$ cat config.mk
export PLATFORM = sky130hd
export DESIGN_NAME = rank_match_scheduler
export DESIGN_NICKNAME = d
export VERILOG_FILES = /design/src/rtl/card_match_pkg.sv /design/src/rtl/min_score_tracker.sv /design/src/rtl/rank_match_scheduler.sv
export SDC_FILE = /design/constraint.sdc
export NUM_CORES = 1
export LEC_CHECK = 0
export BUFFER_PORTS_ARGS = -buffer_cell sky130_fd_sc_hd__buf_2
export CORE_MARGIN = 1.5
export CORE_UTILIZATION = 50
export CTS_BUF_LIST = sky130_fd_sc_hd__clkbuf_4 sky130_fd_sc_hd__clkbuf_8 sky130_fd_sc_hd__clkbuf_16
export CTS_CLUSTER_SIZE = 30
export DETAILED_ROUTE_END_ITERATION = 10
export PLACE_DENSITY = 0.71
export SLEW_MARGIN = 20
export SYNTH_ARGS = -nofsm -noshare
export SYNTH_HDL_FRONTEND = slang
export SYNTH_SLANG_ARGS = --single-unit
$ cat constraint.sdc
create_clock -name clk -period 2.4 [get_ports clk]
set_clock_uncertainty 0.1 [all_clocks]
set_input_delay 0.72 -clock clk [delete_from_list [all_inputs] [get_ports clk]]
set_output_delay 0.72 -clock clk [all_outputs]
set_load 0.01 [all_outputs]
$ cat src/rtl/card_match_pkg.sv
// Shared types and geometry constants for the card-corner rank matching path.
package card_match_pkg;

    // Corner window geometry in pixels.
    localparam int unsigned CORNER_WIDTH = 28;
    localparam int unsigned RANK_HEIGHT  = 40;
    localparam int unsigned SUIT_HEIGHT  = 36;
    localparam int unsigned RANK_SIZE    = CORNER_WIDTH * RANK_HEIGHT;

    // Wide enough for any mismatch count over the rank window.
    localparam int unsigned SCORE_W = $clog2(RANK_SIZE);

    // Scheduler sequencing states.
    typedef enum logic [2:0] {
        StIdle,
        StIssue,
        StWait,
        StCompare,
        StReport
    } state_e;

    // Rank template order as stored in the engine kernel ROM.
    typedef enum logic [3:0] {
        RANK_A  = 4'd0,
        RANK_2  = 4'd1,
        RANK_3  = 4'd2,
        RANK_4  = 4'd3,
        RANK_5  = 4'd4,
        RANK_6  = 4'd5,
        RANK_7  = 4'd6,
        RANK_8  = 4'd7,
        RANK_9  = 4'd8,
        RANK_10 = 4'd9,
        RANK_J  = 4'd10,
        RANK_Q  = 4'd11,
        RANK_K  = 4'd12
    } rank_e;

endpackage

$ cat src/rtl/min_score_tracker.sv
// Running minimum of per-kernel scores; on a tie the earlier (lower) index is kept.
module min_score_tracker
    import card_match_pkg::*;
#(
    parameter int unsigned IDX_W = 4
) (
    input  logic               clk,
    input  logic               rst,
    input  logic               clear,
    input  logic               valid,
    input  logic [SCORE_W-1:0] score,
    input  logic [IDX_W-1:0]   index,
    output logic [SCORE_W-1:0] run_min,
    output logic [IDX_W-1:0]   run_idx
);

    logic [SCORE_W-1:0] min_q, min_d;
    logic [IDX_W-1:0]   idx_q, idx_d;

    // Strict-less update so an all-ones (timed-out) score never displaces a real one.
    always_comb begin
        min_d = min_q;
        idx_d = idx_q;
        if (clear) begin
            min_d = '1;
            idx_d = '0;
        end else if (valid && (score < min_q)) begin
            min_d = score;
            idx_d = index;
        end
    end

    // Minimum and index registers.
    always_ff @(posedge clk) begin
        if (rst) begin
            min_q <= '1;
            idx_q <= '0;
        end else begin
            min_q <= min_d;
            idx_q <= idx_d;
        end
    end

    assign run_min = min_q;
    assign run_idx = idx_q;

endmodule

$ cat src/rtl/rank_match_scheduler.sv
// Time-shares one template-scoring engine across all rank kernels after each
// corner capture and reports the lowest-mismatch rank.
module rank_match_scheduler
    import card_match_pkg::*;
#(
    parameter int unsigned NUM_KERNELS  = 13,
    parameter int unsigned MATCH_THRESH = 300,
    parameter int unsigned TIMEOUT      = 4096
) (
    input  logic                           clk,
    input  logic                           rst,
    input  logic                           capture_done,
    output logic                           eng_start,
    output logic [$clog2(NUM_KERNELS)-1:0] eng_kernel_sel,
    input  logic                           eng_done,
    input  logic [SCORE_W-1:0]             eng_score,
    output logic                           busy,
    output logic                           result_valid,
    output logic [$clog2(NUM_KERNELS)-1:0] best_rank,
    output logic [SCORE_W-1:0]             best_score,
    output logic                           no_match,
    output logic                           timeout_err,
    output logic                           overrun
);

    localparam int unsigned KW = $clog2(NUM_KERNELS);
    localparam int unsigned TW = $clog2(TIMEOUT);

    localparam logic [KW-1:0]      LAST_K       = KW'(NUM_KERNELS - 1);
    localparam logic [TW-1:0]      TIMEOUT_LAST = TW'(TIMEOUT - 1);
    localparam logic [SCORE_W-1:0] THRESH       = SCORE_W'(MATCH_THRESH);

    state_e state_q, state_d;

    logic [KW-1:0]      k_q, k_d;
    logic [TW-1:0]      cnt_q, cnt_d;
    logic [SCORE_W-1:0] score_q, score_d;
    logic               timeout_err_q, timeout_err_d;
    logic               overrun_q, overrun_d;
    logic [KW-1:0]      best_rank_q, best_rank_d;
    logic [SCORE_W-1:0] best_score_q, best_score_d;
    logic               no_match_q, no_match_d;
    logic               result_valid_q, result_valid_d;

    logic               trk_clear;
    logic               trk_valid;
    logic [SCORE_W-1:0] trk_min;
    logic [KW-1:0]      trk_idx;

    min_score_tracker #(
        .IDX_W(KW)
    ) u_tracker (
        .clk     (clk),
        .rst     (rst),
        .clear   (trk_clear),
        .valid   (trk_valid),
        .score   (score_q),
        .index   (k_q),
        .run_min (trk_min),
        .run_idx (trk_idx)
    );

    // Next-state and datapath updates for the kernel sequencing FSM.
    always_comb begin
        state_d        = state_q;
        k_d            = k_q;
        cnt_d          = cnt_q;
        score_d        = score_q;
        timeout_err_d  = timeout_err_q;
        overrun_d      = overrun_q;
        best_rank_d    = best_rank_q;
        best_score_d   = best_score_q;
        no_match_d     = no_match_q;
        result_valid_d = 1'b0;
        trk_clear      = 1'b0;
        trk_valid      = 1'b0;

        // Any capture outside IDLE (including the REPORT cycle) is dropped and flagged.
        if (capture_done && (state_q != StIdle)) begin
            overrun_d = 1'b1;
        end

        unique case (state_q)
            StIdle: begin
                if (capture_done) begin
                    k_d           = '0;
                    trk_clear     = 1'b1;
                    timeout_err_d = 1'b0;
                    overrun_d     = 1'b0;
                    state_d       = StIssue;
                end
            end
            StIssue: begin
                cnt_d   = '0;
                state_d = StWait;
            end
            StWait: begin
                if (eng_done) begin
                    score_d = eng_score;
                    state_d = StCompare;
                end else if (cnt_q == TIMEOUT_LAST) begin
                    // A silent engine scores worst-case so the kernel cannot win.
                    score_d       = '1;
                    timeout_err_d = 1'b1;
                    state_d       = StCompare;
                end else begin
                    cnt_d = cnt_q + 1'b1;
                end
            end
            StCompare: begin
                trk_valid = 1'b1;
                if (k_q == LAST_K) begin
                    state_d = StReport;
                end else begin
                    k_d     = k_q + 1'b1;
                    state_d = StIssue;
                end
            end
            StReport: begin
                best_rank_d    = trk_idx;
                best_score_d   = trk_min;
                no_match_d     = (trk_min > THRESH);
                result_valid_d = 1'b1;
                state_d        = StIdle;
            end
            default: begin
                state_d = StIdle;
            end
        endcase
    end

    // State and result registers; reset abandons any run in flight.
    always_ff @(posedge clk) begin
        if (rst) begin
            state_q        <= StIdle;
            k_q            <= '0;
            cnt_q          <= '0;
            score_q        <= '1;
            timeout_err_q  <= 1'b0;
            overrun_q      <= 1'b0;
            best_rank_q    <= KW'(RANK_A);
            best_score_q   <= '1;
            no_match_q     <= 1'b1;
            result_valid_q <= 1'b0;
        end else begin
            state_q        <= state_d;
            k_q            <= k_d;
            cnt_q          <= cnt_d;
            score_q        <= score_d;
            timeout_err_q  <= timeout_err_d;
            overrun_q      <= overrun_d;
            best_rank_q    <= best_rank_d;
            best_score_q   <= best_score_d;
            no_match_q     <= no_match_d;
            result_valid_q <= result_valid_d;
        end
    end

    assign eng_start      = (state_q == StIssue);
    assign eng_kernel_sel = k_q;
    assign busy           = (state_q != StIdle);
    assign result_valid   = result_valid_q;
    assign best_rank      = best_rank_q;
    assign best_score     = best_score_q;
    assign no_match       = no_match_q;
    assign timeout_err    = timeout_err_q;
    assign overrun        = overrun_q;

endmodule

==> metrics, run 1 <==
status finished clean; grt total ovfl 0; Max Fclk 447.8 MHz; commonest non-fill, non-tap cell in the layout dfxtp_1; drt drc 0; Final ANT Viol Nets 0; port bufs 39; maximum vdd ir drop 0.5359 mV; fillcell total 522; post-synthesis sequential area ratio 0.4263; period utilization 0.9304; RSZ-0062 raised after global routing false; Rel. slew slack 0.6700; detailed placement HPWL 4.465 mm; Layout Area Growth over Synthesis 15.53%; CTS buffer count 9; Final Hold Viols 0; largest net degree at the start of global routing 29; Syn Inst Count 340; Root Buffer clkbuf_8; Placement Cell Area 3262 sq um; TritonCTS clock tree done; initial antenna violation count 0; first-pass GRT wire length 10.43 mm; syn_nets 368; HP Class flip-flop to flip-flop; max_cap viols 0; Core ar. 5851 sq um; startpoint types flip-flop; Static Leak 1.339 nW; Clock Latency Late Sink 0.33 ns; FP Rows 28; commonest non-fill, non-tap cells in the layout dfxtp_1, nand2_1, buf_2, nor2_1, mux2i_1; Max clock buf depth 2; final core utilization 0.5935; slew at the pin closest to its max-slew limit 0.4936 ns; Power Dens Cells 639.1 nW/um^2; Post-synth ARST share 0; Total Power 2.219 mW; setup slack after layout 0.1671 ns; total setup buffers inserted after CTS 0; clock slew at reported path FFs 0.07 ns; Critical Path RT 1.58 ns; EDFF count, synth 0; routed via count 2497; post-synth cell types 50; initial DRC count 141; Syn Std Cell Area 3005 sq um; CP Capture Type output port; I/O Pins 40; via/cell ratio 5.428; worst-path fanout max 9; full die area 6485 sq um; Slew Viols, Final 0; Post-synth top flop dfxtp_1; syn_area_per_cell 8.839 sq um; Antenna Cells 0; vias in the first global route 2239; total track usage 0.2088; final net count 408; layout cells sized above 1 0.1948; Final setup viols 0; H-Tree Depth 3; pre-CTS setup slack 0.3060 ns; Sink Count 64; drt wl/cell 13.95 microns; post-layout min period 2.233 ns; Initial Utilization 0.5137; final WL 6.415 mm; drt pass-1 iters 4; setup TNS 0 ns; placer congestion estimate 0.8454; post-cts resize count 0; die width 80.53 microns; critical path arrival 1.41 ns; critical path class flip-flop to output port; Die Y 80.53 microns; synthesized flop and latch total 64; Post-CTS Hold Fix Bufs 0; Yosys warning total 0; fin area 3472 sq um
## sequential cells by signal, summed over array words and instances, names as in the netlist, named ones only
name and cells:
timeout_err 1, cnt_q 12, result_valid 1, best_score 11, no_match 1, u_tracker.run_idx 4, best_rank 4, score_q 11
u_tracker.run_min 11, eng_kernel_sel 4, state_q 3
## synthesized netlist by cell type, drive strengths merged, types with 3 or more instances
cell type	instances	share of area
nor2b	4	0.0083
o211ai	8	0.020
a311oi	3	0.0087
mux2i	21	0.070
a21oi	11	0.018
inv	18	0.022
nor3b	3	0.011
o21ai	20	0.035
or3	6	0.012
ha	13	0.054
nand3	11	0.020
and2	3	0.0062
nor3	9	0.017
or4	3	0.0075
buf	10	0.024
clkbuf	9	0.011
a31oi	5	0.010
nor2	36	0.045
dfxtp	64	0.43
nand4	5	0.012
nand2	41	0.052
o22a	11	0.032
## power by group
part           leakage, nW  switching [mW]  total, mW  internal (mW)
logic                0.716           0.124      0.198         0.0740
registers            0.518          0.0166       1.09           1.08
clock network        0.105           0.398      0.927          0.529
total                 1.34           0.538       2.22           1.68
## through the flow
| stage | hold WS [ns] | cells |
|---|---|---|
| 2_1_floorplan | 0.3344 | 340 |
| 4_1_cts | 0.3616 | 460 |
| 3_5_place_dp | 0.3487 | 444 |
| 3_3_place_gp | 0.3422 | 444 |
| 5_1_grt | 0.3756 | 460 |
| 6_report | 0.3596 | 460 |
## routing by layer
metal  global-route usage  vias to the layer above  wire (microns)
met4              0.08621                        0             100
met5                    0                        -               0
met3              0.04318                        9             207
met1               0.2786                     1160            3113
met2               0.3261                       33            2993
li1                     -                     1295               -
## path summary, 6_finish.rpt
kind | slack [ns] | start | cells past startpoint | end
worst max-delay path | 0.17 | state_q[1]$_SDFFE_PP0P_ | 3 | eng_start
worst min-delay path | 0.36 | u_tracker.run_idx[1]$_SDFFE_PP0P_ | 2 | u_tracker.run_idx[1]$_SDFFE_PP0P_
worst max register to register | 0.31 | cnt_q[0]$_SDFFE_PP0P_ | 5 | cnt_q[11]$_SDFFE_PP0P_
worst min register to register | 0.36 | u_tracker.run_idx[1]$_SDFFE_PP0P_ | 2 | u_tracker.run_idx[1]$_SDFFE_PP0P_
## worst max-delay path, stage by stage (launching register included)
cell and delay, ns:
dfxtp_1 0.39, or3b_4 0.50, inv_1 0.07, buf_2 0.12
## cell families after synthesis
| group | synth area share |
|---|---|
| adders and majority gates | 0.05412 |
| muxes | 0.06994 |
| DFF | 0.4263 |
| buffers and inverters | 0.05745 |
| and+or+nand+nor | 0.2236 |
| AOI/OAI and AO/OA | 0.1686 |
## area by class of cell
type                            count  area [sq um]  area share
Clock inverter                      1         7.507    0.002162
Inverter                           18         67.56     0.01946
Clock buffer                       15         200.2     0.05766
Sequential cell                    64          1281      0.3690
Multi-Input combinational cell    239          1559      0.4490
Tap cell                           75         93.84     0.02703
Timing Repair Buffer               48         262.8     0.07568
No activity file was read; power rests on OpenSTA's default activity.
==> inputs of run 2 (changes only) <==
--- a/config.mk
+++ b/config.mk
@@ -7,11 +7,11 @@
 export LEC_CHECK = 0
 export BUFFER_PORTS_ARGS = -buffer_cell sky130_fd_sc_hd__buf_2
 export CORE_MARGIN = 1.5
-export CORE_UTILIZATION = 50
+export CORE_UTILIZATION = 42
 export CTS_BUF_LIST = sky130_fd_sc_hd__clkbuf_4 sky130_fd_sc_hd__clkbuf_8 sky130_fd_sc_hd__clkbuf_16
 export CTS_CLUSTER_SIZE = 30
 export DETAILED_ROUTE_END_ITERATION = 10
-export PLACE_DENSITY = 0.71
+export PLACE_DENSITY_LB_ADDON = 0.2
 export SLEW_MARGIN = 20
 export SYNTH_ARGS = -nofsm -noshare
 export SYNTH_HDL_FRONTEND = slang
==> run 2 against run 1 <==
  * Flip-flop and latch count did not move
  * Die area rose by 18%
  * Register-to-register slack about the same
  * Critical path depth is the same
  * Utilization shrank 8.2 points
  * Worst hold slack improved by 0.0031 ns
  * Cell count grew 4.6%
  * Final area is 1.2% higher
  * Routed wire length is 0.76% lower
  * Sequential power about the same
==> metrics, run 2 (same netlist as run 1, synthesis figures left out) <==
Die Y 87.59 microns (+8.8%); Power Dens Cells 666.6 nW/um^2 (+4.3%); HP Class flip-flop to flip-flop; Core ar. 6869 sq um (+17%); post-cts resize count 1 (+1); placer congestion estimate 0.8548 (+1.1%); Final Hold Viols 0 (unchanged); drt wl/cell 13.23 microns (-5.1%); Slew Viols, Final 0 (unchanged); setup TNS 0 ns (unchanged); initial DRC count 130 (-7.8%); period utilization 0.9375 (+0.007128); detailed placement HPWL 4.539 mm (+1.7%); FP Rows 30 (+7.1%); total track usage 0.1802 (-0.02855); Antenna Cells 0 (unchanged); Layout Area Growth over Synthesis 16.94%; Critical Path RT 1.58 ns (about the same); full die area 7672 sq um (+18%); first-pass GRT wire length 10.58 mm (+1.5%); cell family with most CP delay simple AND/OR/NAND/NOR gates; Max clock buf depth 2 (unchanged); max_cap viols 0 (unchanged); layout cells sized above 1 0.1948 (unchanged); critical path class flip-flop to output port; Most flops, register cnt_q; Buf/Inv on CP 2 (unchanged); via/cell ratio 5.220 (-3.8%); initial antenna violation count 0 (unchanged); critical path arrival 1.43 ns (+0.02 ns); largest net degree at the start of global routing 29 (unchanged); slowest cell delay on critical path 0.50 ns (about the same); H-Tree Depth 3 (unchanged); drt pass-1 iters 4 (unchanged); maximum vdd ir drop 0.2878 mV (-46%); Final setup viols 0 (unchanged); RSZ-0062 raised after global routing false; Rel. slew slack 0.6720 (+0.002010); CP Capture Type output port; grt total ovfl 0 (unchanged); TritonCTS clock tree done; Max Fclk 444.4 MHz (-0.76%); CTS buffer count 9 (unchanged); drt drc 0 (unchanged); final net count 408 (unchanged); routed via count 2511 (+0.56%); port bufs 39 (unchanged); Inst Count DP 465 (+4.7%); fin cells 481 (+4.6%); slowest CP cell or3b_4; Initial Utilization 0.4375 (-0.07616); vias in the first global route 2241 (+0.089%); status finished clean; Clock Latency Late Sink 0.34 ns (about the same); commonest non-fill, non-tap cells in the layout dfxtp_1, nand2_1, buf_2, nor2_1, mux2i_1; post-layout min period 2.250 ns (+0.01711 ns); worst-path fanout max 9 (unchanged); die width 87.59 microns (+8.8%); Static Leak 1.351 nW (+0.87%); slew at the pin closest to its max-slew limit 0.4906 ns (-0.003007 ns); Sink Count 64 (unchanged); cell chain of the critical path or3b_4, inv_1, buf_2; Post-CTS Hold Fix Bufs 0 (unchanged); Final ANT Viol Nets 0 (unchanged); clock slew at reported path FFs 0.07 ns (about the same); I/O Pins 40 (unchanged); startpoint types flip-flop; total setup buffers inserted after CTS 0 (unchanged); Root Buffer clkbuf_8; final core utilization 0.5117 (-0.08180); max reg flops 12 (unchanged); commonest non-fill, non-tap cell in the layout dfxtp_1; final WL 6.366 mm (-0.76%)
## run 2: path summary, 6_finish.rpt
| kind | from | to | slack [ns] | cells past startpoint |
|---|---|---|---|---|
| max | state_q[1]$_SDFFE_PP0P_ | eng_start | 0.15 | 3 |
| min | u_tracker.run_idx[3]$_SDFFE_PP0P_ | u_tracker.run_idx[3]$_SDFFE_PP0P_ | 0.36 | 2 |
| max reg2reg | cnt_q[0]$_SDFFE_PP0P_ | cnt_q[11]$_SDFFE_PP0P_ | 0.32 | 5 |
| min reg2reg | u_tracker.run_idx[3]$_SDFFE_PP0P_ | u_tracker.run_idx[3]$_SDFFE_PP0P_ | 0.36 | 2 |
## run 2: area by class of cell
| type | instances | area, sq um |
|---|---|---|
| fill | 668 | 3354 |
| inverter | 18 | 67.56 |
| tap | 96 | 120.1 |
| clock inverter | 5 | 78.83 |
| timing repair buffer | 48 | 262.8 |
| multi-input combinational | 239 | 1559 |
| sequential | 64 | 1281 |
| clock buffer | 11 | 145.1 |
## run 2: metrics by stage
step / hold slack [ns] / power, mW / worst slack (ns) / instance area (sq um)
after global placement: 0.3449 / 1.313 / 0.3196 / 3288
after detailed placement: 0.3540 / 1.315 / 0.2954 / 3288
after global routing: 0.3765 / 2.435 / 0.06519 / 3515
after CTS: 0.3665 / 2.362 / 0.1365 / 3515
final: 0.3627 / 2.343 / 0.1500 / 3515
after floorplan: 0.3344 / 1.262 / 0.4036 / 3005
## run 2: worst register-to-register path, cell delays in order (launching register included)
cell and delay, ns:
dfxtp_1 0.39, ha_1 0.25, nand3_2 0.15, or3_1 0.56
and4_1 0.22, a311o_1 0.31
## run 2: power by group
| part | leakage [nW] | switching (mW) | total [mW] | internal (mW) |
|---|---|---|---|---|
| sequential | 0.518 | 0.0187 | 1.10 | 1.08 |
| combinational | 0.716 | 0.121 | 0.195 | 0.0738 |
| clock | 0.117 | 0.426 | 1.05 | 0.625 |
## run 2: routing by layer
metal  up-vias  wire [microns]  track usage
li1       1301               -            -
met2        39            2841       0.2776
met1      1161            3177       0.2365
met5         -               0            0
met4         0             120      0.09380
met3        10             227      0.04053
==> inputs of run 3 (changes only) <==
--- a/config.mk
+++ b/config.mk
@@ -6,8 +6,10 @@
 export NUM_CORES = 1
 export LEC_CHECK = 0
 export BUFFER_PORTS_ARGS = -buffer_cell sky130_fd_sc_hd__buf_2
-export CORE_MARGIN = 1.5
-export CORE_UTILIZATION = 42
+export CELL_PAD_IN_SITES_DETAIL_PLACEMENT = 0
+export CELL_PAD_IN_SITES_GLOBAL_PLACEMENT = 2
+export CORE_MARGIN = 1
+export CORE_UTILIZATION = 35
 export CTS_BUF_LIST = sky130_fd_sc_hd__clkbuf_4 sky130_fd_sc_hd__clkbuf_8 sky130_fd_sc_hd__clkbuf_16
 export CTS_CLUSTER_SIZE = 30
 export DETAILED_ROUTE_END_ITERATION = 10
==> run 3 against run 2 <==
  * Setup slack better by 0.0073 ns
  * Via count up 0.12%
  * First-iteration DRC count down 28%
  * Critical path type unchanged
  * Combinational power up 2%
  * Final area up 1.5%
  * Die area up 17%
  * Critical path depth unchanged
==> metrics, run 3 (same netlist as run 1, synthesis figures left out) <==
Die Y 94.67 microns (+8.1%); detailed placement HPWL 4.852 mm (+6.9%); full die area 8961 sq um (+17%); Static Leak 1.370 nW (+1.4%); CP Capture Type output port; final core utilization 0.4318 (-0.07984); critical path arrival 1.42 ns (about the same); drt drc 0 (unchanged); final net count 410 (+0.49%); post-layout min period 2.243 ns (-0.007331 ns); status finished clean; startpoint types flip-flop; commonest non-fill, non-tap cell in the layout dfxtp_1; setup TNS 0 ns (unchanged); drt pass-1 iters 4 (unchanged); largest net degree at the start of global routing 29 (unchanged); R2R Path Start u_tracker.run_min[2]$_SDFFE_PP1P_; pre-CTS setup slack 0.3320 ns (+0.03653 ns); RSZ-0062 raised after global routing false; via/cell ratio 5.110 (-2.1%); placer congestion estimate 0.7634 (-11%); drt wl/cell 14.24 microns (+7.6%); FP Rows 33 (+10%); Critical Path Sink eng_start; layout cells sized above 1 0.1990 (+0.004161); Rel. slew slack 0.6586 (-0.01337); worst-path fanout max 9 (unchanged); period utilization 0.9345 (-0.003055); max reg flops 12 (unchanged); worst r2r dst u_tracker.run_min[6]$_SDFFE_PP1P_; routed via count 2514 (+0.12%); port bufs 39 (unchanged); die width 94.67 microns (+8.1%); Critical Path RT 1.58 ns (about the same); Max Fclk 445.9 MHz (+0.33%); Antenna Cells 0 (unchanged); vias in the first global route 2323 (+3.7%); Final ANT Viol Nets 0 (unchanged); Max clock buf depth 2 (unchanged); Initial Utilization 0.3639 (-0.07358); fin area 3566 sq um (+1.5%); max_cap viols 0 (unchanged); Sink Count 64 (unchanged); total setup buffers inserted after CTS 0 (unchanged); CTS buffer count 9 (unchanged); setup slack, reg-to-reg 0.34 ns (+0.02 ns); Core ar. 8258 sq um (+20%); slew at the pin closest to its max-slew limit 0.5067 ns (+0.01608 ns); Clock Latency Late Sink 0.34 ns (about the same); Reg area 1281 sq um (unchanged); TritonCTS clock tree done; total track usage 0.1691 (-0.01112); initial DRC count 93 (-28%); Most flops, register cnt_q; setup slack after layout 0.1573 ns (+0.007331 ns); first-pass GRT wire length 11.52 mm (+8.9%); critical path class flip-flop to output port; Inst Count DP 476 (+2.4%); clock slew at reported path FFs 0.07 ns (about the same); grt total ovfl 0 (unchanged); Root Buffer clkbuf_8; Multi-input gate area 1559 sq um (unchanged); fillcell total 863 (+29%); HP Class flip-flop to flip-flop; length in cells of the worst reg-to-reg path 7 (+2); initial antenna violation count 0 (unchanged); final WL 7.005 mm (+10%); Power Dens Cells 687.3 nW/um^2 (+3.1%); I/O Pins 40 (unchanged); commonest non-fill, non-tap cells in the layout dfxtp_1, nand2_1, buf_2, nor2_1, mux2i_1; Placement Cell Area 3314 sq um (+0.80%); Slew Viols, Final 0 (unchanged); Setup crit start state_q[1]$_SDFFE_PP0P_; maximum vdd ir drop 0.2869 mV (-0.31%); fin cells 492 (+2.3%); Final Hold Viols 0 (unchanged); Layout Area Growth over Synthesis 18.65%; H-Tree Depth 3 (unchanged); Final setup viols 0 (unchanged)
run 3: cell count changes in the layout (fill, tap and decap cells not counted):
cell	before	now
buf_4	9	11
bufinv_16	2	3
clkinv_2	2	1
clkinv_4	0	1
inv_6	1	0
run 3: per-layer routing:
layer	share of wire	wire (microns)	GRT usage	vias up
met2	0.46	3256	0.2734	42
met5	0	0	0	-
met1	0.49	3454	0.2151	1167
met4	0.010	72	0.06439	0
li1	-	-	-	1300
met3	0.032	221	0.04348	5
run 3: final cells by class:
type | instances | share of cell area
clock buffer | 11 | 0.04070
clock inverter | 5 | 0.02912
inverter | 18 | 0.01895
multi-input combinational | 239 | 0.4372
sequential | 64 | 0.3593
tap | 105 | 0.03684
timing repair buffer | 50 | 0.07789
run 3: per-stage QoR:
step	hold slack (ns)	total power, mW
global placement	0.3454	1.320
CTS	0.3635	2.491
finish	0.3623	2.451
global route	0.3780	2.559
detailed placement	0.3524	1.322
floorplan	0.3344	1.262
run 3: worst min path at each step:
stage	startpoint	to	slack, ns	cells after the start
after floorplan	u_tracker.run_idx[0]$_SDFFE_PP0P_	u_tracker.run_idx[0]$_SDFFE_PP0P_	0.33	2
after global placement	flip-flop	flip-flop	0.35	2
after detailed placement	u_tracker.run_idx[2]$_SDFFE_PP0P_	u_tracker.run_idx[2]$_SDFFE_PP0P_	0.35	2
after CTS	u_tracker.run_idx[0]$_SDFFE_PP0P_	u_tracker.run_idx[0]$_SDFFE_PP0P_	0.36	2
after global routing	u_tracker.run_idx[1]$_SDFFE_PP0P_	u_tracker.run_idx[1]$_SDFFE_PP0P_	0.38	2
final	u_tracker.run_idx[0]$_SDFFE_PP0P_	u_tracker.run_idx[0]$_SDFFE_PP0P_	0.36	2
run 3: what timing repair did:
| action | in CTS | in global routing |
|---|---|---|
| hold buffers | 0 | 0 |
| setup endpoints to repair | 1 | 0 |
| resized for setup | 1 | 0 |
run 3: report_power, final:
part           internal [mW]  switching, mW  total [mW]
logic                 0.0747          0.125       0.199
registers               1.08         0.0199        1.10
clock network          0.730          0.424        1.15
run 3: critical path, stage by stage, from the launching register on:
cell,delay (ns)
dfxtp_1,0.40
or3b_4,0.50
inv_1,0.07
buf_2,0.12
